<file path="config.mk">
export PLATFORM = sky130hd
export DESIGN_NAME = video_pattern_ref
export DESIGN_NICKNAME = d
export VERILOG_FILES = /design/src/rtl/video_pkg.sv /design/src/rtl/video_pattern_ref.sv
export SDC_FILE = /design/constraint.sdc
export NUM_CORES = 1
export LEC_CHECK = 0
export BUFFER_PORTS_ARGS = -buffer_cell sky130_fd_sc_hd__buf_2
export CORE_AREA = 2 2 39 41
export DETAILED_ROUTE_END_ITERATION = 8
export DIE_AREA = 0 0 41 43
export SYNTH_ARGS = -nofsm -noshare
export SYNTH_HDL_FRONTEND = slang
export SYNTH_SLANG_ARGS = --single-unit
export TNS_END_PERCENT = 1
</file>
<file path="constraint.sdc">
create_clock -name vclk -period 2.9
set_clock_uncertainty 0.15 [all_clocks]
set_input_delay 0.435 -clock vclk [all_inputs]
set_output_delay 0.435 -clock vclk [all_outputs]
set_load 0.05 [all_outputs]
</file>
<file path="src/rtl/video_pkg.sv">
// Shared types and constants for the video colour-bar pattern checker.
package video_pkg;

    typedef logic [23:0] pixel_t;

    localparam pixel_t COLOR_Q1 = 24'h00CC00;
    localparam pixel_t COLOR_Q2 = 24'h00CCCC;
    localparam pixel_t COLOR_Q3 = 24'hFF9A26;
    localparam pixel_t COLOR_Q4 = 24'h9D26FF;

    localparam int DEFAULT_WIDTH      = 800;
    localparam int DEFAULT_HEIGHT     = 600;
    localparam int DEFAULT_FRAME_RATE = 72;

endpackage

</file>
<file path="src/rtl/video_pattern_ref.sv">
// Expected pixel colour for a raster position: quadrant select from x[6]/y[5],
// inverted while phase is 0.
module video_pattern_ref
    import video_pkg::*;
(
    input  logic [9:0] x,
    input  logic [9:0] y,
    input  logic       phase,
    output pixel_t     color
);

    pixel_t base;

    always_comb begin
        base = COLOR_Q1;
        case ({y[5], x[6]})
            2'b00: base = COLOR_Q1;
            2'b01: base = COLOR_Q2;
            2'b10: base = COLOR_Q3;
            2'b11: base = COLOR_Q4;
            default: base = COLOR_Q1;
        endcase
    end

    assign color = phase ? base : ~base;

    // Only the quadrant bits select the colour.
    logic unused_bits;
    assign unused_bits = ^{x[9:7], x[5:0], y[9:6], y[4:0]};

endmodule

</file>
# After elaboration in Yosys (flattened, before gate mapping)
# Cells that the tools add are included.
[op_classes] add_sub_neg=0 mul=0 div=0 magnitude_cmp=0 n_eq_ne=3 shift=0 n_mux=2 n_bitwise=1 n_reduce_logical=1
[ops] op="24-bit case mux with 4 select lines" n=1
[ops] op="24-bit two-way mux" n=1
[ops] op="24-bit inverter" n=1
[ops] op="2-bit == test (second input constant)" n=2
[ops] op="2-bit by 1-bit == test with 1-bit output (second input constant)" n=1
[ops] op="2-bit logical NOT" n=1
[word_totals] register_bits=0 latch_bits=0 ramBits=0 rom_bits=0 inputBits=21 output_inout_bits=24 wordCells=7 mem_count=0

# Logic depth before layout (Yosys ltp)
# Gate-level depths: netlist (run 1).
[depth] word_depth=4 ltp_mapped=4 mapped_depth_nobuf=2

# Worst setup path after synthesis (run 1)
# Ideal clock, no wire load.
[synth_timing] path_type="input to output" startpoint="in phase" endpoint="out color[16]" arrival_time_ns=2.294 t_required_ns=2.315 setup_slack_ns=0.021 cell_stages=4 n_path_buf=2 path_cell_list="buf_4 xor2_1 inv_1 buf_4"
[synth_via] elab_chain_cells=1
[synth_rtl] element="start, declared" line_no="video_pattern_ref.sv:8" rtl="input logic phase,"
[synth_rtl] element="24-bit two-way mux" line_no="video_pattern_ref.sv:25" rtl="assign color = phase ? base : ~base;"
[synth_rtl] element="end, declared" line_no="video_pattern_ref.sv:9" rtl="output pixel_t color"
# Every way passes these cells.

# Worst setup path in the final report (run 1)
[layout_timing] startpoint="in x[6]" endpoint="out color[12]"
[layout_via] elab_chain_cells=4 word_cells_on_any_way=7 classes_between="eq/ne: 3; mux: 2; bitwise: 1; reduce/logical: 1"
[layout_rtl] element="start, declared" line_no="video_pattern_ref.sv:6" rtl="input logic [9:0] x,"
[layout_rtl] element="2-bit == test (tied with other cells)" line_no="video_pattern_ref.sv:16" rtl="case ({y[5], x[6]})"
[layout_rtl] element="24-bit case mux with 4 select lines *" line_no="video_pattern_ref.sv:16"
[layout_rtl] element="24-bit inverter" line_no="video_pattern_ref.sv:25"
[layout_rtl] element="24-bit two-way mux *" line_no="video_pattern_ref.sv:25"
# Every way passes the cells marked *; elsewhere a longest branch is shown, timed or not. The select of a mux whose other input is x is not followed.

==> impl_metrics.env, run 1 <==
export IMPL_run_status="finished, final reports clean"
export IMPL_first_pass_iters=1
export IMPL_worst_ep_arrival_time_ps=1320
export IMPL_dpl_instance_area_sq_um=238
export IMPL_worstPathRequired_ps=2320
export IMPL_slew_violations=0
export IMPL_power_switching_fraction=0.826
export IMPL_timing_fmax_mhz=524
export IMPL_cts_repair_resized=0
export IMPL_clock_buffers=0
export IMPL_number_of_antenna_violations_at_the_first_check_in_global_routing=0
export IMPL_comb_power_share=1.000
export IMPL_min_path_type="in2out"
export IMPL_storage_cell_area_sq_um=0
export IMPL_leakagePower_uw=0.000141
export IMPL_wl_per_cell_microns=6.84
export IMPL_placementRows=14
export IMPL_chipHeight_microns=43
export IMPL_die_w_microns=41
export IMPL_post_route_min_period_ps=1910
export IMPL_setup_tns_final_ps=0
export IMPL_pwr_density_mw_per_mm2=740
export IMPL_place_gp_congestion=0.607
export IMPL_timing_final_setup_violations=0
export IMPL_vias=168
export IMPL_postRouteAntennaNets=0
export IMPL_final_net_count=62
export IMPL_remaining_drc_errors=0
export IMPL_grt_pass1_vias=94
export IMPL_grt_setup_unrepaired="no"
export IMPL_ir_drop_mv=0.173
export IMPL_hold_depth=3
export IMPL_design_seq_count=0
export IMPL_final_layout_size_suffix_gt1_frac=0.692
export IMPL_power_frac_seq=0
export IMPL_synthesis_nets=49
export IMPL_cts_hold_repair_buffers=0
export IMPL_synth_area_per_cell_sq_um=7.24
export IMPL_grt_max_degree=9
export IMPL_synthDistinctLibCells=7
export IMPL_syn2layout_area_growth_pct=17.3
export IMPL_timing_critical_path_from_type="input port"
export IMPL_post_cts_buffers=0
export IMPL_io_pin_count=45
export IMPL_yosysSeqAreaShare=0
export IMPL_synthMostInstantiatedCell="sky130_fd_sc_hd__buf_4"
export IMPL_core_area_sq_mm=0.00138
export IMPL_grt_usage=0.0270
export IMPL_postSynthCellCount=28
export IMPL_share_clk_of_total_power=0
export IMPL_grt_remaining_overflow=0
export IMPL_dp_final_hpwl_microns=366
export IMPL_synth_top_cell_by_area="sky130_fd_sc_hd__buf_4"
export IMPL_cp_max_fo=4
export IMPL_detailed_route_wire_length_microns=376
export IMPL_power_switching_uw=145
export IMPL_place_port_buffers=27
export IMPL_post_synth_instance_area_sq_um=203
export IMPL_maxSlewHeadroom=0.820
export IMPL_yosysTopAreaCellShare=0.593
export IMPL_cell_internal_pwr_uw=30.6
export IMPL_tightestPinTransition_ps=268
export IMPL_grt_first_pass_wirelength_microns=345
export IMPL_final_min_period_over_clock_period=0.658
export IMPL_n_antenna_cell=0
export IMPL_drt_iter0_drc=0
export IMPL_ys_top_cells_by_area="sky130_fd_sc_hd__buf_4 (59%), sky130_fd_sc_hd__xnor2_1 (26%), sky130_fd_sc_hd__xor2_1 (4.3%)"
export IMPL_floorplan_die_area_sq_mm=0.00176
export IMPL_synth_commonest_cells="sky130_fd_sc_hd__buf_4 (16), sky130_fd_sc_hd__xnor2_1 (6), sky130_fd_sc_hd__inv_1 (2)"
export IMPL_path_class="in2out"
export IMPL_finalHoldViolations=0
export IMPL_drv_max_cap_violation_count=0
export IMPL_design_area_sq_um=238
export IMPL_detail_route_vias_per_cell=3.05
export IMPL_worst_setup_path_end_kind="output pin"
export IMPL_ys_warnings_count=0
export IMPL_initial_core_util=0.146
## worst max-delay path, stage by stage
cell	delay [ps]
sky130_fd_sc_hd__buf_2	120
sky130_fd_sc_hd__nand2b_1	180
sky130_fd_sc_hd__xnor2_1	260
sky130_fd_sc_hd__buf_2	320
## power groups by stage
stage               combinational [uW]  clock, uW  sequential [uW]
global route                       182          0                0
finish                             176          0                0
detailed placement                 177          0                0
floorplan                          173          0                0
CTS                                177          0                0
global placement                   177          0                0
## final timing paths
path  from        end
max   x[6]  color[12]
min   y[5]  color[14]
## stage by stage
stage	worst slack [ps]	total power [uW]	hold slack, ps	util	std cells
detailed placement	949	177	1140	0.172	55
global placement	980	177	1140	0.172	55
floorplan	21.0	173	1000	-	28
CTS	949	177	1140	0.172	55
finish	991	176	1140	0.172	55
global route	906	182	1160	0.172	55
## cells in the final DEF, fill, tap and decap left out, drive strengths merged
master,instances
nand2,1
xor2,1
nor2,1
inv,2
buf,27
nand2b,1
xnor2,6
## layer usage
| metal | track usage | vias up | routed length [microns] |
|---|---|---|---|
| met4 | 0 | 0 | 0 |
| met3 | 0 | 0 | 27 |
| met5 | 0 | - | 0 |
| met2 | 0.0500 | 8 | 212 |
| li1 | - | 88 | - |
| met1 | 0.0348 | 72 | 136 |
## final cells by class
type,instances,area [sq um]
Fill cell,155,1150
Inverter,2,7.51
Timing Repair Buffer,27,135
Multi-Input combinational cell,10,75.1
Tap cell,16,20.0
## cell families after synthesis
group                  after synthesis  synth area share
buffers and inverters               18             0.630
XOR/XNOR                             7             0.302
AND/OR/NAND/NOR                      3            0.0679
No activity file was read; power rests on OpenSTA's default activity.
==> inputs of run 2 (changes only) <==
Clock period 2.9 ns to 1.7 ns, I/O delays scaled along.
==> run 2 against run 1 <==
  * Setup slack worse by 870 ps
  * Utilization up 6.0 points
  * Combinational power up 85%
  * Critical path depth unchanged
  * Sequential cell count unchanged
==> impl_metrics.env, run 2 (synthesized netlist as in run 1, its figures left out) <==
export IMPL_grt_usage=0.0441
export IMPL_number_of_antenna_violations_at_the_first_check_in_global_routing=0
export IMPL_io_pin_count=45
export IMPL_storage_cell_area_sq_um=0
export IMPL_grt_pass1_vias=143
export IMPL_drv_max_cap_violation_count=0
export IMPL_die_w_microns=41
export IMPL_design_power_total_uw=326
export IMPL_floorplan_die_area_sq_mm=0.00176
export IMPL_timing_final_setup_violations=0
export IMPL_postRouteAntennaNets=0
export IMPL_fillers=157
export IMPL_detailed_route_wire_length_microns=409
export IMPL_place_gp_congestion=0.566
export IMPL_initial_core_util=0.146
export IMPL_worstPathRequired_ps=1290
export IMPL_worst_ep_arrival_time_ps=1170
export IMPL_detail_route_vias_per_cell=3.36
export IMPL_finalWorstSetupSlack_ps=123
export IMPL_design_seq_count=0
export IMPL_fin_util=0.231
export IMPL_preCtsSetupSlack_ps=105
export IMPL_grt_first_pass_wirelength_microns=572
export IMPL_slew_violations=0
export IMPL_grt_remaining_overflow=0
export IMPL_finalHoldViolations=0
export IMPL_maxSlewHeadroom=0.727
export IMPL_cts_repair_resized=0
export IMPL_count_of_buffer_and_inverter_cells_on_the_critical_path=3
export IMPL_timing_critical_path_from_type="input port"
export IMPL_pwr_density_mw_per_mm2=1020
export IMPL_vias=188
export IMPL_cp_endpoint="color[12]"
export IMPL_chipHeight_microns=43
export IMPL_timing_fmax_mhz=634
export IMPL_placementRows=14
export IMPL_run_status="finished, final reports clean"
export IMPL_drt_iter0_drc=1
export IMPL_worst_path_largest_cell_delay_ps=320
export IMPL_worst_setup_path_end_kind="output pin"
export IMPL_top_cell_by_count_worst_path="sky130_fd_sc_hd__buf_2"
export IMPL_worst_hold_slack_ps=769
export IMPL_cts_hold_repair_buffers=0
export IMPL_leakagePower_uw=0.000170
export IMPL_ir_drop_mv=0.189
export IMPL_place_port_buffers=27
export IMPL_cp_max_fo=4
export IMPL_syn2layout_area_growth_pct=58.0
export IMPL_critical_path_cell_count=4
export IMPL_path_class="in2out"
export IMPL_post_route_min_period_ps=1580
export IMPL_most_common_cell_after_layout_fill_and_taps_aside="sky130_fd_sc_hd__buf_2"
export IMPL_hold_crit_start="phase"
export IMPL_final_min_period_over_clock_period=0.928
export IMPL_cell_type_group_with_the_largest_total_delay_on_the_critical_path="buffers and inverters"
export IMPL_grt_setup_unrepaired="no"
export IMPL_worstSetupStartpoint="phase"
export IMPL_worst_path_max_delay_cell="sky130_fd_sc_hd__inv_1"
export IMPL_layout_cells_most_common_list="sky130_fd_sc_hd__buf_2 (27), sky130_fd_sc_hd__xnor2_1 (2), sky130_fd_sc_hd__xnor2_2 (2), sky130_fd_sc_hd__xnor2_4 (2)"
export IMPL_final_layout_size_suffix_gt1_frac=0.850
export IMPL_core_area_sq_mm=0.00138
export IMPL_wl_per_cell_microns=7.30
export IMPL_dp_final_hpwl_microns=403
export IMPL_n_antenna_cell=0
export IMPL_clock_buffers=0
export IMPL_post_cts_buffers=0
export IMPL_remaining_drc_errors=0
export IMPL_tightestPinTransition_ps=409
export IMPL_timing_critical_path_cells="buf_2, inv_1, xnor2_4, buf_2"
export IMPL_footprint_of_the_multi_input_gates_sq_um=146
export IMPL_min_path_type="in2out"
export IMPL_first_pass_iters=2
export IMPL_grt_max_degree=9
export IMPL_final_net_count=63
run 2: cell types whose count changed in the layout (fill, tap and decap cells not counted):
| cell | delta |
|---|---|
| sky130_fd_sc_hd__xnor2_2 | +2 |
| sky130_fd_sc_hd__xnor2_1 | -4 |
| sky130_fd_sc_hd__clkinvlp_4 | +1 |
| sky130_fd_sc_hd__xnor2_4 | +2 |
| sky130_fd_sc_hd__xor2_4 | +1 |
| sky130_fd_sc_hd__xor2_1 | -1 |
| sky130_fd_sc_hd__inv_1 | -1 |
| sky130_fd_sc_hd__buf_4 | +1 |
run 2: final cells by class:
type,instances,share of cell area
Tap cell,16,0.0625
Inverter,2,0.0352
Multi-Input combinational cell,10,0.457
Timing Repair Buffer,28,0.445
run 2: per-layer routing:
| metal | share of wire | up-vias | wire (microns) | global-route usage |
|---|---|---|---|---|
| met2 | 0.59 | 16 | 241 | 0.0969 |
| met3 | 0.13 | 0 | 55 | 0 |
| met1 | 0.27 | 81 | 112 | 0.0417 |
| met5 | 0 | - | 0 | 0 |
| met4 | 0 | 0 | 0 | 0 |
| li1 | - | 91 | - | - |
run 2: where the power goes:
group	leakage (uW)	internal, uW	switching, uW
Combinational	0.000170	67.5	258
Sequential	0	0	0
Clock	0	0	0
Total	0.000170	67.5	258
run 2: how the worst min path moves through the flow:
stage                            to  slack, ps  cells past startpoint
after global routing      color[10]        800                      3
after CTS                 color[10]        770                      3
after global placement    color[10]        770                      3
after floorplan           color[14]        500                      1
after detailed placement  color[10]        770                      3
final                     color[10]        770                      3
run 2: per-stage QoR:
step                setup TNS (ps)  cells  area (sq um)
floorplan                    -3660     28           278
global placement                 0     56           320
detailed placement               0     56           320
CTS                              0     56           320
global route                     0     56           320
finish                           0     56           320
